==> config.mk <==
export PLATFORM = sky130hd
export DESIGN_NAME = qif_neuron_array_flat
export DESIGN_NICKNAME = d
export VERILOG_FILES = /design/src/rtl/qif_neuron_array_if.sv /design/src/rtl/qif_neuron_array.sv /design/src/flat_wrapper.sv
export SDC_FILE = /design/constraint.sdc
export NUM_CORES = 1
export LEC_CHECK = 0
export CORE_MARGIN = 3
export CORE_UTILIZATION = 50
export DETAILED_ROUTE_END_ITERATION = 8
export GPL_TIMING_DRIVEN = 0
export PLACE_DENSITY_LB_ADDON = 0.08
export SETUP_SLACK_MARGIN = 0.4
export SYNTH_ARGS = -nofsm -noshare
export SYNTH_HDL_FRONTEND = slang
export SYNTH_SLANG_ARGS = --single-unit
==> constraint.sdc <==
create_clock -name clk -period 14.6 [get_ports clk]
set_input_delay 2.19 -clock clk [delete_from_list [all_inputs] [get_ports clk]]
set_output_delay 2.19 -clock clk [all_outputs]
set_load 0.1 [all_outputs]
==> src/rtl/qif_neuron_array_if.sv <==
// Handshake and data bundle for qif_neuron_array: synaptic drive in, membrane/spike out.
// master drives tick/ch_en/i_syn; slave (the neuron array) drives the results.
interface qif_neuron_array_if #(
  parameter int unsigned N_CH = 4,
  parameter int unsigned W    = 8
);
  logic              tick;
  logic [N_CH-1:0]   ch_en;
  logic [N_CH*W-1:0] i_syn;
  logic [N_CH*W-1:0] v_mem;
  logic [N_CH-1:0]   spike;
  logic              busy;
  logic              done;

  modport master (
    output tick, ch_en, i_syn,
    input  v_mem, spike, busy, done
  );

  modport slave (
    input  tick, ch_en, i_syn,
    output v_mem, spike, busy, done
  );
endinterface

==> src/rtl/qif_neuron_array.sv <==
// Time-multiplexed quadratic integrate-and-fire array: one shared square/accumulate
// datapath sweeps N_CH membranes round-robin, one channel per clock, per accepted tick.
module qif_neuron_array #(
  parameter int unsigned N_CH     = 4,
  parameter int unsigned W        = 8,
  parameter int unsigned SQ_SHIFT = 4,
  parameter int unsigned V_TH     = 200,
  parameter int unsigned V_RESET  = 0,
  parameter int unsigned LEAK     = 1,
  parameter int unsigned REFRACT  = 2
) (
  input logic                 clk,
  input logic                 rst,
  qif_neuron_array_if.slave   bus
);

  localparam int unsigned IW = (N_CH > 1) ? $clog2(N_CH) : 1;
  localparam int unsigned RW = (REFRACT > 0) ? $clog2(REFRACT + 1) : 1;
  // Wide enough that V + V^2 + I cannot overflow and V - LEAK shows up as negative.
  localparam int unsigned SW = 2 * W + 2;
  localparam logic [W-1:0] VMax = '1;

  typedef enum logic {StIdle, StSweep} state_e;

  state_e            state_q;
  logic [IW-1:0]     idx_q;
  logic [W-1:0]      v_q   [N_CH];
  logic [RW-1:0]     ref_q [N_CH];
  logic [N_CH*W-1:0] syn_lat_q;
  logic [N_CH-1:0]   en_lat_q;
  logic [N_CH-1:0]   acc_q;
  logic [N_CH-1:0]   spike_q;
  logic              busy_q;
  logic              done_q;

  logic [W-1:0]      v_cur, i_cur, s_clamp, v_nxt;
  logic [RW-1:0]     ref_cur, ref_nxt;
  logic              en_cur, flag;
  logic [SW-1:0]     v_ext, i_ext, sq, sum;
  logic [N_CH-1:0]   acc_upd;
  logic [N_CH*W-1:0] v_flat;

  always_comb begin
    v_cur   = v_q[idx_q];
    ref_cur = ref_q[idx_q];
    i_cur   = '0;
    en_cur  = 1'b0;
    for (int c = 0; c < N_CH; c++) begin
      if (idx_q == IW'(c)) begin
        i_cur  = syn_lat_q[c*W +: W];
        en_cur = en_lat_q[c];
      end
    end

    v_ext = SW'(v_cur);
    i_ext = SW'(i_cur);
    sq    = (v_ext * v_ext) >> SQ_SHIFT;
    sum   = v_ext + sq + i_ext - SW'(LEAK);

    // Sign bit set means the leak drove the sum below zero.
    if (sum[SW-1]) begin
      s_clamp = '0;
    end else if (sum > SW'(VMax)) begin
      s_clamp = VMax;
    end else begin
      s_clamp = sum[W-1:0];
    end

    v_nxt   = v_cur;
    ref_nxt = ref_cur;
    flag    = 1'b0;
    if (en_cur) begin
      if (ref_cur != '0) begin
        ref_nxt = ref_cur - 1'b1;
        v_nxt   = W'(V_RESET);
      end else if (s_clamp >= W'(V_TH)) begin
        v_nxt   = W'(V_RESET);
        ref_nxt = RW'(REFRACT);
        flag    = 1'b1;
      end else begin
        v_nxt = s_clamp;
      end
    end

    acc_upd        = acc_q;
    acc_upd[idx_q] = flag;
  end

  always_ff @(posedge clk or posedge rst) begin
    if (rst) begin
      state_q   <= StIdle;
      idx_q     <= '0;
      syn_lat_q <= '0;
      en_lat_q  <= '0;
      acc_q     <= '0;
      spike_q   <= '0;
      busy_q    <= 1'b0;
      done_q    <= 1'b0;
      for (int c = 0; c < N_CH; c++) begin
        v_q[c]   <= '0;
        ref_q[c] <= '0;
      end
    end else begin
      done_q <= 1'b0;
      unique case (state_q)
        StIdle: begin
          if (bus.tick) begin
            syn_lat_q <= bus.i_syn;
            en_lat_q  <= bus.ch_en;
            idx_q     <= '0;
            acc_q     <= '0;
            busy_q    <= 1'b1;
            state_q   <= StSweep;
          end
        end
        StSweep: begin
          v_q[idx_q]   <= v_nxt;
          ref_q[idx_q] <= ref_nxt;
          acc_q        <= acc_upd;
          if (idx_q == IW'(N_CH - 1)) begin
            spike_q <= acc_upd;
            busy_q  <= 1'b0;
            done_q  <= 1'b1;
            state_q <= StIdle;
          end else begin
            idx_q <= idx_q + 1'b1;
          end
        end
        default: state_q <= StIdle;
      endcase
    end
  end

  always_comb begin
    v_flat = '0;
    for (int c = 0; c < N_CH; c++) begin
      v_flat[c*W +: W] = v_q[c];
    end
  end

  assign bus.v_mem = v_flat;
  assign bus.spike = spike_q;
  assign bus.busy  = busy_q;
  assign bus.done  = done_q;

endmodule
==> src/flat_wrapper.sv <==
// flat-port wrapper written by rule: the top's interface ports become plain ports
module qif_neuron_array_flat 
#(
  parameter int unsigned N_CH     = 4,
  parameter int unsigned W        = 8,
  parameter int unsigned SQ_SHIFT = 4,
  parameter int unsigned V_TH     = 200,
  parameter int unsigned V_RESET  = 0,
  parameter int unsigned LEAK     = 1,
  parameter int unsigned REFRACT  = 2
)
  (clk, rst, bus_tick, bus_ch_en, bus_i_syn, bus_v_mem, bus_spike, bus_busy, bus_done);
  qif_neuron_array_if #(.N_CH(N_CH), .W(W)) bus_i ();
  input logic clk;
  input logic rst;
  input wire logic [$bits(bus_i.tick)-1:0] bus_tick;
  input wire logic [$bits(bus_i.ch_en)-1:0] bus_ch_en;
  input wire logic [$bits(bus_i.i_syn)-1:0] bus_i_syn;
  output wire logic [$bits(bus_i.v_mem)-1:0] bus_v_mem;
  output wire logic [$bits(bus_i.spike)-1:0] bus_spike;
  output wire logic [$bits(bus_i.busy)-1:0] bus_busy;
  output wire logic [$bits(bus_i.done)-1:0] bus_done;
  assign bus_i.tick = bus_tick;
  assign bus_i.ch_en = bus_ch_en;
  assign bus_i.i_syn = bus_i_syn;
  assign bus_v_mem = bus_i.v_mem;
  assign bus_spike = bus_i.spike;
  assign bus_busy = bus_i.busy;
  assign bus_done = bus_i.done;
  qif_neuron_array #(.N_CH(N_CH), .W(W), .SQ_SHIFT(SQ_SHIFT), .V_TH(V_TH), .V_RESET(V_RESET), .LEAK(LEAK), .REFRACT(REFRACT)) u_core (.clk(clk), .rst(rst), .bus(bus_i));
endmodule
==> metrics list <==
- Outcome: finished clean
* Clock buffers created by TritonCTS: 9
- IO Pins: 77
- Adding up every negative setup slack in the final design gives 0 ns.
- STA puts the critical path data arrival time at 10.36 ns.
- Max-slew violation count: 0
- Along the worst path, the maximum fanout reaches 10.
- Number of remaining DRC errors: 0
* Clock-pin slew on the worst setup and hold paths: 0.06 ns
- In this run, distinct cell masters in the synthesized netlist total 60.
- GRT overflow: 0
- FF-to-FF End: u_core.bus.v_mem[0]$_DFFE_PP0P_
- A synthesized cell averages around 9.3 um2.
* Deepest level of the CTS H-tree: 3
* Final wirelength: 17800 um
- Net count after synthesis: 870
- Number of hold violations in the final report: 0
- Resized cells post-CTS: 0
* Total track usage: 23.5%
* Clock sinks: 88
* Most used DFF post-synth: sky130_fd_sc_hd__dfrtp_1
- Together, buffers and inverters on the worst path number 4.
- In this run the tightest slew margin relative to its limit is 32.1%.
* Number of flops mapped to enable cells by yosys: 0
- For this run, the top clock speed supported by timing is between 90 and 100 MHz.
* Clock insertion delay at the later pin of the skew report: 0.34 ns
- The clock arrives with about 0.007 ns of skew.
- Kind of cell adding the most delay to the critical path: compound AO/OA/AOI/OAI gates
* Syn. warnings: 0
* Crit path capture type: flop
* Instance count along the most critical hold path: 2
- DIE WIDTH: 124 um
- The first global-routing pass estimated 28300 um of wire.
- The min-delay analysis places its worst path in the category reg -> reg.
* Worst-margin pin slew: between 1 and 1.5 ns
- Synthesis handed over a netlist of 746 instances.
* Post-synth design cell area: 6950 um2
- The worst path uses 69.2% of the clock period.
* Setup Fix Bufs, Post-CTS: 0
- The number of global-route vias before repair was 5868.
* Largest net degree at the start of global routing: 67
- Min-Delay Endpoint: u_core.ref_q[0]$_DFFE_PP0P_
- For this run, the slowest stage of the critical path takes 0.57 ns.
- Layout filler cell count: 1172
* Placement Rows: 42
* Cell at the slowest stage of the critical path: sky130_fd_sc_hd__mux4_2
- Final setup violation count: 0
* Beginning of the worst hold path: u_core.ref_q[0]$_DFFE_PP0P_
- The detail route stage leaves a number of antenna-violating nets equal to 0.
* Antenna violations before repair: 0
- Across the run, the number of max-cap violations was 0.
- Of all flip-flops after synthesis, the portion carrying an async set or reset was 100%.
- RSZ-0062 raised after global routing: false
* Critical setup path kind: reg -> reg
- Counting buffers and inverters, the worst setup path is 30 cells deep.
- The routed layout has slightly below 6k vias.
* Hold Buf Count CTS: 0
- Of the synthesized area, sequential elements account for roughly a third.
- Maximum clock path buffer count: 2
* Library cell used as clock root buffer: sky130_fd_sc_hd__clkbuf_16
- For the worst flop-to-flop path, the logic depth is 30.
- Routability-driven placement finished with a final weighted congestion of 0.878.
* Launch point of the worst reg-to-reg path: u_core.idx_q[0]$_DFFE_PP0P_
* Antenna Cells: 0
- Drt wl/cell: 17.5 um
* Reg area: 2200 um2
* HPWL after detailed placement: between 10000 and 15000 um
* Area used by multi-input combinational logic: roughly 4300 um2
* Die height: 124 um
* Internal reg-to-reg setup slack: 4.50 ns
- After floorplanning, the core was sized to cover about 13000 um2.
- Critical Path Start Type: flop
- Initial Util: 51.9%
- In this run, synthesis produced a sequential element count of 88.
* 1st-pass router iterations: 5
- Detailed router's first-iteration violation count: 386
- The post-route netlist has 9.65% of its cells at a drive strength greater than 1.
* Via count normalized by instance count: around 5.8
- For the worst setup path, the data required time is 14.85 ns.
- Die ar.: 15400 um2
- During placement, the flow inserted port buffers numbering 76.
* Clock tree from TritonCTS: built
* Final #Nets: between 900 and 1k
* Clock period minus worst slack: approximately 10 ns
* Growth of design area from synthesis to finish: 19.3%
## layer usage
layer	track usage [%]	vias up	share of wire, %
met1	30.2	2908	43
met2	42.2	151	52
met3	2.59	20	3.8
li1	-	2786	-
met4	6.02	0	1.4
met5	0	-	0
## layout by cell type (no fill, tap or decap), drive strengths merged, types with 5 or more instances in the layout
cell type	count
xnor2	17
nand2	35
nor3	11
mux2	37
and3	5
nor3b	5
inv	72
xor2	9
mux4	10
nor2	80
fa	27
clkbuf	37
nor2b	9
ha	58
a21o	15
dfrtp	88
nand3	6
buf	7
and2	24
a21oi	83
a32oi	8
a211oi	8
nand2b	7
clkdlybuf4s50	76
a22oi	8
o21ai	37
## tightest hold or removal path, stage by stage (launching register included)
cell and delay (ns):
sky130_fd_sc_hd__dfrtp_1 0.35, sky130_fd_sc_hd__nand2_1 0.05, sky130_fd_sc_hd__o21ai_0 0.06
## how the worst max path moves through the flow
stage | endpoint | from | slack (ns)
3_5_place_dp | u_core.bus.v_mem[7]$_DFFE_PP0P_ | u_core.idx_q[0]$_DFFE_PP0P_ | 4.70
4_1_cts | u_core.bus.v_mem[0]$_DFFE_PP0P_ | u_core.idx_q[0]$_DFFE_PP0P_ | 4.59
3_3_place_gp | u_core.bus.v_mem[31]$_DFFE_PP0P_ | u_core.idx_q[0]$_DFFE_PP0P_ | 4.84
6_report | u_core.bus.v_mem[0]$_DFFE_PP0P_ | u_core.idx_q[0]$_DFFE_PP0P_ | 4.50
2_1_floorplan | u_core.bus.spike[3]$_DFFE_PP0P_ | u_core.bus.v_mem[13]$_DFFE_PP0P_ | 5.97
5_1_grt | u_core.bus.v_mem[24]$_DFFE_PP0P_ | u_core.idx_q[0]$_DFFE_PP0P_ | 3.95
## registers in the layout, indices dropped and copies added (netlist names)
signal,count
u_core.bus.spike,4
u_core.state_q,1
u_core.acc_q,3
u_core.ref_q,8
u_core.syn_lat_q,32
u_core.en_lat_q,4
u_core.bus.v_mem,32
u_core.idx_q,2
u_core.bus.done,1
u_core.bus.busy,1
## Yosys cell counts, types with 4 or more instances
cell type	n	area share, %
sky130_fd_sc_hd__dfrtp_1	88	32
sky130_fd_sc_hd__a21oi_1	83	6.0
sky130_fd_sc_hd__nor2_1	80	4.3
sky130_fd_sc_hd__inv_1	71	3.8
sky130_fd_sc_hd__ha_1	58	10
sky130_fd_sc_hd__mux2_2	37	6.0
sky130_fd_sc_hd__nand2_1	35	1.9
sky130_fd_sc_hd__o21ai_0	32	2.3
sky130_fd_sc_hd__clkbuf_1	27	1.5
sky130_fd_sc_hd__fa_1	27	7.8
sky130_fd_sc_hd__and2_1	24	2.2
sky130_fd_sc_hd__xnor2_1	17	2.1
sky130_fd_sc_hd__a21o_1	15	1.6
sky130_fd_sc_hd__nor3_1	11	0.79
sky130_fd_sc_hd__mux4_2	10	3.2
sky130_fd_sc_hd__nor2b_1	9	0.81
sky130_fd_sc_hd__xor2_1	9	1.1
sky130_fd_sc_hd__a22oi_1	8	0.86
sky130_fd_sc_hd__a32oi_1	8	1.0
sky130_fd_sc_hd__a211oi_1	7	0.76
sky130_fd_sc_hd__nand2b_1	7	0.63
sky130_fd_sc_hd__nand3_1	6	0.43
sky130_fd_sc_hd__and3_1	5	0.45
sky130_fd_sc_hd__nor3b_1	5	0.54
sky130_fd_sc_hd__o21ai_1	5	0.36
sky130_fd_sc_hd__o21a_1	4	0.43
sky130_fd_sc_hd__o31ai_1	4	0.43
## through the flow
step | worst slack (ns) | util [%] | instances | cell area (um2) | hold WS [ns]
finish | 4.50 | 61.9 | 1015 | 8290 | 0.490
global route | 3.95 | 61.9 | 1015 | 8290 | 0.518
CTS | 4.59 | 61.9 | 1015 | 8290 | 0.496
detailed placement | 4.70 | 59.4 | 999 | 7970 | 0.481
global placement | 4.84 | 59.2 | 998 | 7940 | 0.457
floorplan | 5.97 | - | 746 | 6950 | 0.445
## cell type report
class,count,area share [%]
Sequential cell,88,26.5
Inverter,71,3.24
Clock buffer,10,2.88
Multi-Input combinational cell,554,52.3
Timing Repair Buffer,77,9.50
Clock inverter,6,1.09
Buffer,33,1.75
Tap cell,176,2.65
## logic make-up (layout without fill, tap and decap cells)
| logic type | count (synthesis) | after routing | synth area share [%] |
|---|---|---|---|
| simple gates | 200 | 200 | 13.9 |
| fa+ha+maj | 85 | 85 | 18.2 |
| xor+xnor | 26 | 26 | 3.27 |
| compound gates | 194 | 194 | 17.5 |
| flops | 88 | 88 | 31.7 |
| mux | 49 | 49 | 9.52 |
| buf+inv | 104 | 197 | 5.92 |
Power is left out: the tool's default activity adds up to more than one toggle a clock period on the data nets, which glitch-free logic cannot reach.
